<file path="src/rtl/stream_fifo_pipe_true_pkg.sv">
// Shared helpers for stream_fifo_pipe_true.
// Holds width and pointer-increment helpers, so that every FIFO_DEPTH
// (including 1 and non-power-of-two values) is handled in one place.
package stream_fifo_pipe_true_pkg;

    // A pointer needs at least one bit, even when FIFO_DEPTH is 1.
    function automatic int unsigned ptr_width(input int unsigned depth);
        return (depth > 1) ? $clog2(depth) : 1;
    endfunction

    // Explicit wrap from depth-1 back to 0. Power-of-two overflow is never
    // relied on, so non-power-of-two depths step through exactly depth slots.
    function automatic int unsigned wrap_inc(input int unsigned ptr,
                                             input int unsigned depth);
        return (ptr == depth - 1) ? 0 : ptr + 1;
    endfunction

endpackage

</file>
<file path="src/rtl/stream_fifo_pipe_mem.sv">
// Storage array for stream_fifo_pipe_true.
// Ports:
//   clk     - rising-edge clock for the write port
//   we_i    - write enable
//   waddr_i - write slot index
//   wdata_i - write payload
//   raddr_i - read slot index (asynchronous read)
//   rdata_o - contents of slot raddr_i
// The array has no reset. Only the owning FIFO's pointers and count are
// cleared, and they decide which slots hold valid data.
module stream_fifo_pipe_mem #(
    parameter int unsigned DATA_WIDTH = 32,
    parameter int unsigned FIFO_DEPTH = 4,
    parameter int unsigned PTR_W      = 2
) (
    input  logic                  clk,
    input  logic                  we_i,
    input  logic [PTR_W-1:0]      waddr_i,
    input  logic [DATA_WIDTH-1:0] wdata_i,
    input  logic [PTR_W-1:0]      raddr_i,
    output logic [DATA_WIDTH-1:0] rdata_o
);

    logic [DATA_WIDTH-1:0] mem_q [FIFO_DEPTH];

    always_ff @(posedge clk) begin
        if (we_i) begin
            mem_q[waddr_i] <= wdata_i;
        end
    end

    assign rdata_o = mem_q[raddr_i];

endmodule

</file>
<file path="src/rtl/stream_fifo_pipe_true.sv">
// Valid/ready stream FIFO with "pipe" behaviour. When the FIFO is full, it
// still accepts a write in any cycle where the reader pops.
// Ports:
//   clk       - rising-edge clock
//   rst       - synchronous, active-high reset (clears pointers and count)
//   w_ready_o - write side ready (= !full || r_ready_i)
//   w_valid_i - write side valid
//   w_data_i  - write payload
//   r_valid_o - read side valid (count != 0, registered state only)
//   r_ready_i - read side ready
//   r_data_o  - head entry when r_valid_o, else zero
//   occ_o     - registered occupancy (only with STREAM_FIFO_PIPE_OCC_EN)
// Optional feature macro: STREAM_FIFO_PIPE_OCC_EN adds the occ_o port.
module stream_fifo_pipe_true
    import stream_fifo_pipe_true_pkg::*;
#(
    parameter int unsigned DATA_WIDTH = 32,
    parameter int unsigned FIFO_DEPTH = 4
) (
    input  logic                  clk,
    input  logic                  rst,
    output logic                  w_ready_o,
    input  logic                  w_valid_i,
    input  logic [DATA_WIDTH-1:0] w_data_i,
    output logic                  r_valid_o,
    input  logic                  r_ready_i,
    output logic [DATA_WIDTH-1:0] r_data_o
`ifdef STREAM_FIFO_PIPE_OCC_EN
    ,
    output logic [$clog2(FIFO_DEPTH+1)-1:0] occ_o
`endif
);

    localparam int unsigned PTR_W = ptr_width(FIFO_DEPTH);
    localparam int unsigned CNT_W = $clog2(FIFO_DEPTH + 1);

    logic [PTR_W-1:0]      wr_ptr_q, wr_ptr_d;
    logic [PTR_W-1:0]      rd_ptr_q, rd_ptr_d;
    logic [CNT_W-1:0]      count_q, count_d;
    logic                  full;
    logic                  push;
    logic                  pop;
    logic [DATA_WIDTH-1:0] head_data;

    assign full      = (count_q == CNT_W'(FIFO_DEPTH));
    assign r_valid_o = (count_q != '0);
    // Full implies r_valid_o, so a ready reader always frees a slot this cycle.
    assign w_ready_o = !full || r_ready_i;
    assign push      = w_valid_i && w_ready_o;
    assign pop       = r_valid_o && r_ready_i;
    assign r_data_o  = r_valid_o ? head_data : '0;

    always_comb begin
        wr_ptr_d = wr_ptr_q;
        rd_ptr_d = rd_ptr_q;
        count_d  = count_q;
        if (push) begin
            wr_ptr_d = PTR_W'(wrap_inc(32'(wr_ptr_q), FIFO_DEPTH));
        end
        if (pop) begin
            rd_ptr_d = PTR_W'(wrap_inc(32'(rd_ptr_q), FIFO_DEPTH));
        end
        case ({push, pop})
            2'b10:   count_d = count_q + 1'b1;
            2'b01:   count_d = count_q - 1'b1;
            default: count_d = count_q;
        endcase
    end

    always_ff @(posedge clk) begin
        if (rst) begin
            wr_ptr_q <= '0;
            rd_ptr_q <= '0;
            count_q  <= '0;
        end else begin
            wr_ptr_q <= wr_ptr_d;
            rd_ptr_q <= rd_ptr_d;
            count_q  <= count_d;
        end
    end

    // When full with a simultaneous push and pop, wr_ptr == rd_ptr. The
    // asynchronous read still shows the old head until the edge, and then
    // the new entry overwrites that freed slot.
    stream_fifo_pipe_mem #(
        .DATA_WIDTH (DATA_WIDTH),
        .FIFO_DEPTH (FIFO_DEPTH),
        .PTR_W      (PTR_W)
    ) u_mem (
        .clk     (clk),
        .we_i    (push && !rst),
        .waddr_i (wr_ptr_q),
        .wdata_i (w_data_i),
        .raddr_i (rd_ptr_q),
        .rdata_o (head_data)
    );

`ifdef STREAM_FIFO_PIPE_OCC_EN
    assign occ_o = count_q;
`endif

endmodule
</file>
<file path="config.mk">
export PLATFORM = sky130hd
export DESIGN_NAME = stream_fifo_pipe_true
export DESIGN_NICKNAME = d
export VERILOG_FILES = /design/src/rtl/stream_fifo_pipe_true_pkg.sv /design/src/rtl/stream_fifo_pipe_mem.sv /design/src/rtl/stream_fifo_pipe_true.sv
export SDC_FILE = /design/constraint.sdc
export NUM_CORES = 1
export LEC_CHECK = 0
export BUFFER_PORTS_ARGS = -buffer_cell sky130_fd_sc_hd__buf_2
export CORE_MARGIN = 2
export CORE_UTILIZATION = 59
export DETAILED_ROUTE_END_ITERATION = 7
export GPL_TIMING_DRIVEN = 0
export PLACE_DENSITY = 0.81
export SYNTH_ARGS = -nofsm -noshare
export SYNTH_HDL_FRONTEND = slang
export SYNTH_HIERARCHICAL = 1
export SYNTH_SLANG_ARGS = --single-unit
export TNS_END_PERCENT = 5
</file>
<file path="constraint.sdc">
create_clock -name clk -period 7.5 [get_ports clk]
set_input_delay 0 -clock clk [delete_from_list [all_inputs] [get_ports clk]]
set_output_delay 0 -clock clk [all_outputs]
set_load 0.1 [all_outputs]
</file>
==> Word-level counts from Yosys, hierarchy flattened <==
Memory sizes are Yosys's and may differ from the RTL's. A register that Yosys moved wholly into a read port is not among the register bits.
Index checks and enable logic that the tools add are counted.
{ "word_totals": {"reg_bits": 7, "ramBits": 128, "inputBits": 36, "out_inout_bits": 34, "word_cells": 29, "mem_count": 1} }
{ "memory_table": {"columns": ["memory", "depth", "width", "rd", "rd_ports_with_merged_regs", "wr", "line_no", "text"], "rows": [
  ["u_mem.mem_q", 4, 32, 1, 1, 1, "stream_fifo_pipe_mem.sv:24", "logic [DATA_WIDTH-1:0] mem_q [FIFO_DEPTH];"]
]} }
{ "classes": {"n_addsub": 4, "n_eq_ne": 5, "mux": 8, "reduce_logical": 8} }
{ "ops": {"columns": ["cell", "n"], "rows": [
  ["$mux 32", 1],
  ["$mux 2", 4],
  ["$eq 2x2->1 const B", 3],
  ["$pmux 3 s2", 1],
  ["$add 2x1->2 const B", 2],
  ["$add 3x1->3 const B", 1],
  ["$eq 3x3->1 const B", 1],
  ["$logic_and 1x1->1", 3],
  ["$reduce_bool 3->1", 1],
  ["$sub 3x1->3 const B", 1],
  ["$eq 2x1->1 const B", 1],
  ["$logic_not 1->1", 2],
  ["$mux 1", 2],
  ["$reduce_bool 2->1", 1],
  ["$logic_or 1x1->1", 1]
]} }

==> Longest topological paths before layout <==
{ "depth": {"ltp_word": 7, "ltp_mapped": 9, "mapped_depth_nobuf": 9} }

==> By module <==
The synthesis kept the hierarchy.
{ "modules_own_cells": {"columns": ["mod", "n_inst", "cells_each", "area_per_inst_um2"], "rows": [
  ["stream_fifo_pipe_mem", 1, 171, 4689.5],
  ["stream_fifo_pipe_true", 1, 79, 626.9]
]} }

==> Least setup slack after synthesis <==
No wires, ideal clock.
{ "synth_path": {"path_kind": "register to register", "start": "register count_q[0]", "end": "memory u_mem.mem_q[0][0] (enable)", "arrival_time_ns": 3.538, "slack_ns": 3.494, "path_stages_with_launch": 6, "synth_period_minus_slack_ns": 4.006, "path_cell_list": "dfxtp_1 -> or4b_4 -> and2_4 -> inv_1 -> nor2_1 -> nor3b_1"} }
{ "synth_between": {"elab_chain_cells": 7} }
{ "synth_rtl": {"columns": ["element", "line_no", "text"], "rows": [
  ["start, declared", "stream_fifo_pipe_true.sv:39", "logic [CNT_W-1:0] count_q, count_d;"],
  ["start signal, assigned", "stream_fifo_pipe_true.sv:78", "count_q <= count_d;"],
  ["$eq 3x3->1", "stream_fifo_pipe_true.sv:45", "assign full = (count_q == CNT_W'(FIFO_DEPTH));"],
  ["$logic_not 1->1", "stream_fifo_pipe_true.sv:48", "assign w_ready_o = !full || r_ready_i;"],
  ["$logic_or 1x1->1", "stream_fifo_pipe_true.sv:48", null],
  ["net w_ready_o", "stream_fifo_pipe_true.sv:22", "output logic w_ready_o,"],
  ["$logic_and 1x1->1", "stream_fifo_pipe_true.sv:49", "assign push = w_valid_i && w_ready_o;"],
  ["$logic_and 1x1->1", "stream_fifo_pipe_true.sv:91", ".we_i (push && !rst),"],
  ["$mux 1", "stream_fifo_pipe_mem.sv:27", "if (we_i) begin"],
  ["$mux 1 (not written as such)", "stream_fifo_pipe_mem.sv:28", "mem_q[waddr_i] <= wdata_i;"],
  ["end, declared", "stream_fifo_pipe_mem.sv:24", null]
]} }
The timed path passes the listed nets, and every way through them passes these cells.

==> Worst setup path in the final report <==
{ "layout_path": {"start": "register count_q[0]", "end": "output r_data_o[10]"} }
{ "layout_between": {"elab_chain_cells": 2} }
{ "layout_rtl": {"columns": ["element", "line_no", "text"], "rows": [
  ["$reduce_bool 3->1", "stream_fifo_pipe_true.sv:46", "assign r_valid_o = (count_q != '0);"],
  ["$mux 32", "stream_fifo_pipe_true.sv:51", "assign r_data_o = r_valid_o ? head_data : '0;"],
  ["end, declared", "stream_fifo_pipe_true.sv:27", "output logic [DATA_WIDTH-1:0] r_data_o"]
]} }
Every way passes these cells.

==> flow_metrics.env <==
export IMPL_status="complete, no violations"
export IMPL_rsz0062_at_grt="no"
export IMPL_async_flop_share_pct=0
export IMPL_max_stage_delay_ns=0.70
export IMPL_grt_pass1_wl_um=15100
export IMPL_critPathCaptureType="output port"
export IMPL_syn_num_nets=290
export IMPL_die_w_um=98.9
export IMPL_crit_fanout=10
export IMPL_finalHoldViolCount=0
export IMPL_critical_path_arrival_ns=2.63
export IMPL_ys_ff_latch=135
export IMPL_setup_worst_path_start_class="flop"
export IMPL_grtUsageTotal_pct=21.4
export IMPL_top_usage_layer="met2"
export IMPL_antennaDiodeCount=0
export IMPL_grt_max_degree=33
export IMPL_port_buffers=68
export IMPL_clock_latency_ns=0.51
export IMPL_synth_cell_types=32
export IMPL_synth_edf_count=128
export IMPL_coreArea_um2=8720
export IMPL_gp_congestion=0.693
export IMPL_cp_cell_sequence="nor3_1 -> clkbuf_1 -> and2b_1 -> buf_2"
export IMPL_antenna_found_initial=0
export IMPL_htree_levels=4
export IMPL_path_class="reg2out"
export IMPL_grt_pass1_vias=2937
export IMPL_grt_overflow_total=0
export IMPL_max_clock_freq_mhz=380
export IMPL_cts_resized=0
export IMPL_met2_usage_pct=36.4
export IMPL_yosys_warnings=6
export IMPL_cts_buffer_depth=2
export IMPL_wl_per_cell_um=19.6
export IMPL_syn_area_um2=5320
export IMPL_place_area_um2=5840
export IMPL_synthFlopType="edfxtp_1"
export IMPL_post_place_cells=429
export IMPL_fin_skew_ns=0.00919
export IMPL_post_dp_hpwl_um=5490
export IMPL_routed_wl_um=9760
export IMPL_yosysSeqAreaShare_pct=74.9
export IMPL_fin_crit_ns=2.63
export IMPL_cts_tree="done"
export IMPL_ant_nets=0
export IMPL_worstHoldPathType="in2reg"
export IMPL_final_nets=417
export IMPL_initial_core_util_pct=61.0
export IMPL_final_cells=498
export IMPL_vias=2750
export IMPL_firstDrtPassIters=4
export IMPL_via_per_inst=5.52
export IMPL_clk_pin_slew_ns=0.06
export IMPL_syn_avg_cell_area_um2=21.3
export IMPL_synth_cells=250
export IMPL_drt_iter0_drc=120
export IMPL_grtUsageMet3_pct=6.74
export IMPL_hold_slack_ns=0.238
export IMPL_use_met1_pct=26.1
export IMPL_slew_violations=0
export IMPL_die_h_um=98.9
export IMPL_setup_viol=0
export IMPL_rows=34
export IMPL_worstMarginPinSlew_ns=1.00
export IMPL_dieArea_um2=9790
export IMPL_cts_sinks=135
export IMPL_cts_buffers_inserted=17
export IMPL_synthToLayoutAreaGrowth_pct=27.4
export IMPL_fin_setup_tns_ns=0
export IMPL_maxCapViolCount=0
export IMPL_slowest_stage="nor3_1"
export IMPL_root_buffer="clkbuf_8"
export IMPL_period_share_pct=35.1
export IMPL_cp_required_ns=7.50
export IMPL_timing_slew_headroom_pct=32.8
export IMPL_fin_area_um2=6770
export IMPL_drive_above_1_share_pct=37.2
export IMPL_drc=0
export IMPL_ios=70
-- cell usage after synthesis, types with 3 or more instances --
cell type	count	area [um2]
ha_1	3	37.5
a21oi_1	3	15.0
edfxtp_1	128	3840
nor2b_1	9	56.3
nor2_1	5	18.8
inv_1	6	22.5
clkbuf_1	4	15.0
dfxtp_1	7	140
mux4_2	30	676
buf_12	3	60.1
and2b_1	23	173
buf_2	3	15.0
-- cells in the final DEF, fill, tap and decap left out, types with 2 or more instances in the layout --
master	instances
nand2b_1	2
edfxtp_1	128
clkbuf_16	16
buf_12	3
clkinv_2	2
nor3_1	2
inv_6	4
buf_6	3
clkbuf_1	4
a21oi_1	3
buf_2	71
and3b_2	2
xor2_1	2
clkinvlp_4	5
clkinv_1	2
nor2b_1	9
mux4_1	2
and2b_1	23
or3_1	2
ha_1	3
mux4_2	30
nor2_1	5
dfxtp_1	7
inv_1	6
dlygate4sd3_1	37
bufinv_16	2
-- registers in the layout, summed over array words and instances, names as in the netlist --
signal	flops
count_q	3
rd_ptr_q	2
u_mem/mem_q	128
wr_ptr_q	2
-- critical path: cells and delay by family (launching register included) --
family                 cells  cell delay, ns
buffers and inverters      2            0.80
DFF                        1            0.35
and+or+nand+nor            2            0.96
-- area by class of cell --
type	instances	area, um2
plain buffers	11	101
flip-flops and latches	135	3980
clock buffers	17	414
inverters	6	22.5
multi-input cells	98	1220
fillers	468	1950
clock inverters	15	150
repair buffers	108	748
well taps	108	135
-- stage by stage --
stage / setup slack, ns / utilization [%]
after global routing: 4.67 / 77.7
after global placement: 1.98 / 66.4
after CTS: 4.82 / 77.7
after detailed placement: 5.00 / 66.9
final: 4.87 / 77.7
after floorplan: 3.49 / -
-- timing repair --
item	CTS	global route
buffers inserted	0	0
hold buffers	37	0
endpoints found under the hold margin	135	0
-- layer usage --
layer	vias up	share of wire (%)
li1	1263	-
met3	11	5.0
met4	0	1.1
met1	1394	40
met5	-	0
met2	82	54
-- cell families (layout without fill, tap and decap cells) --
logic type	Yosys count	count (layout)	share of synthesized area, %
AOI/OAI and AO/OA	7	7	0.776
xor gates and xnor gates	2	2	0.330
adders and majority gates	4	4	1.08
buffers and inverters	17	157	2.33
DFF	135	135	74.9
muxes	33	33	13.9
and+or+nand+nor	52	52	6.66
-- final timing paths --
path | endpoint | slack, ns | cells past startpoint | start
min | u_mem/mem_q[2][2] | 0.24 | 2 | w_data_i[2]
max reg2reg | u_mem/mem_q[0][16] | 4.97 | 7 | count_q[0]
min reg2reg | rd_ptr_q[0] | 0.51 | 2 | rd_ptr_q[0]
max | r_data_o[10] | 4.87 | 4 | count_q[0]
Power is left out: the tool's default activity adds up to more than one toggle a clock period on the data nets, which glitch-free logic cannot reach.
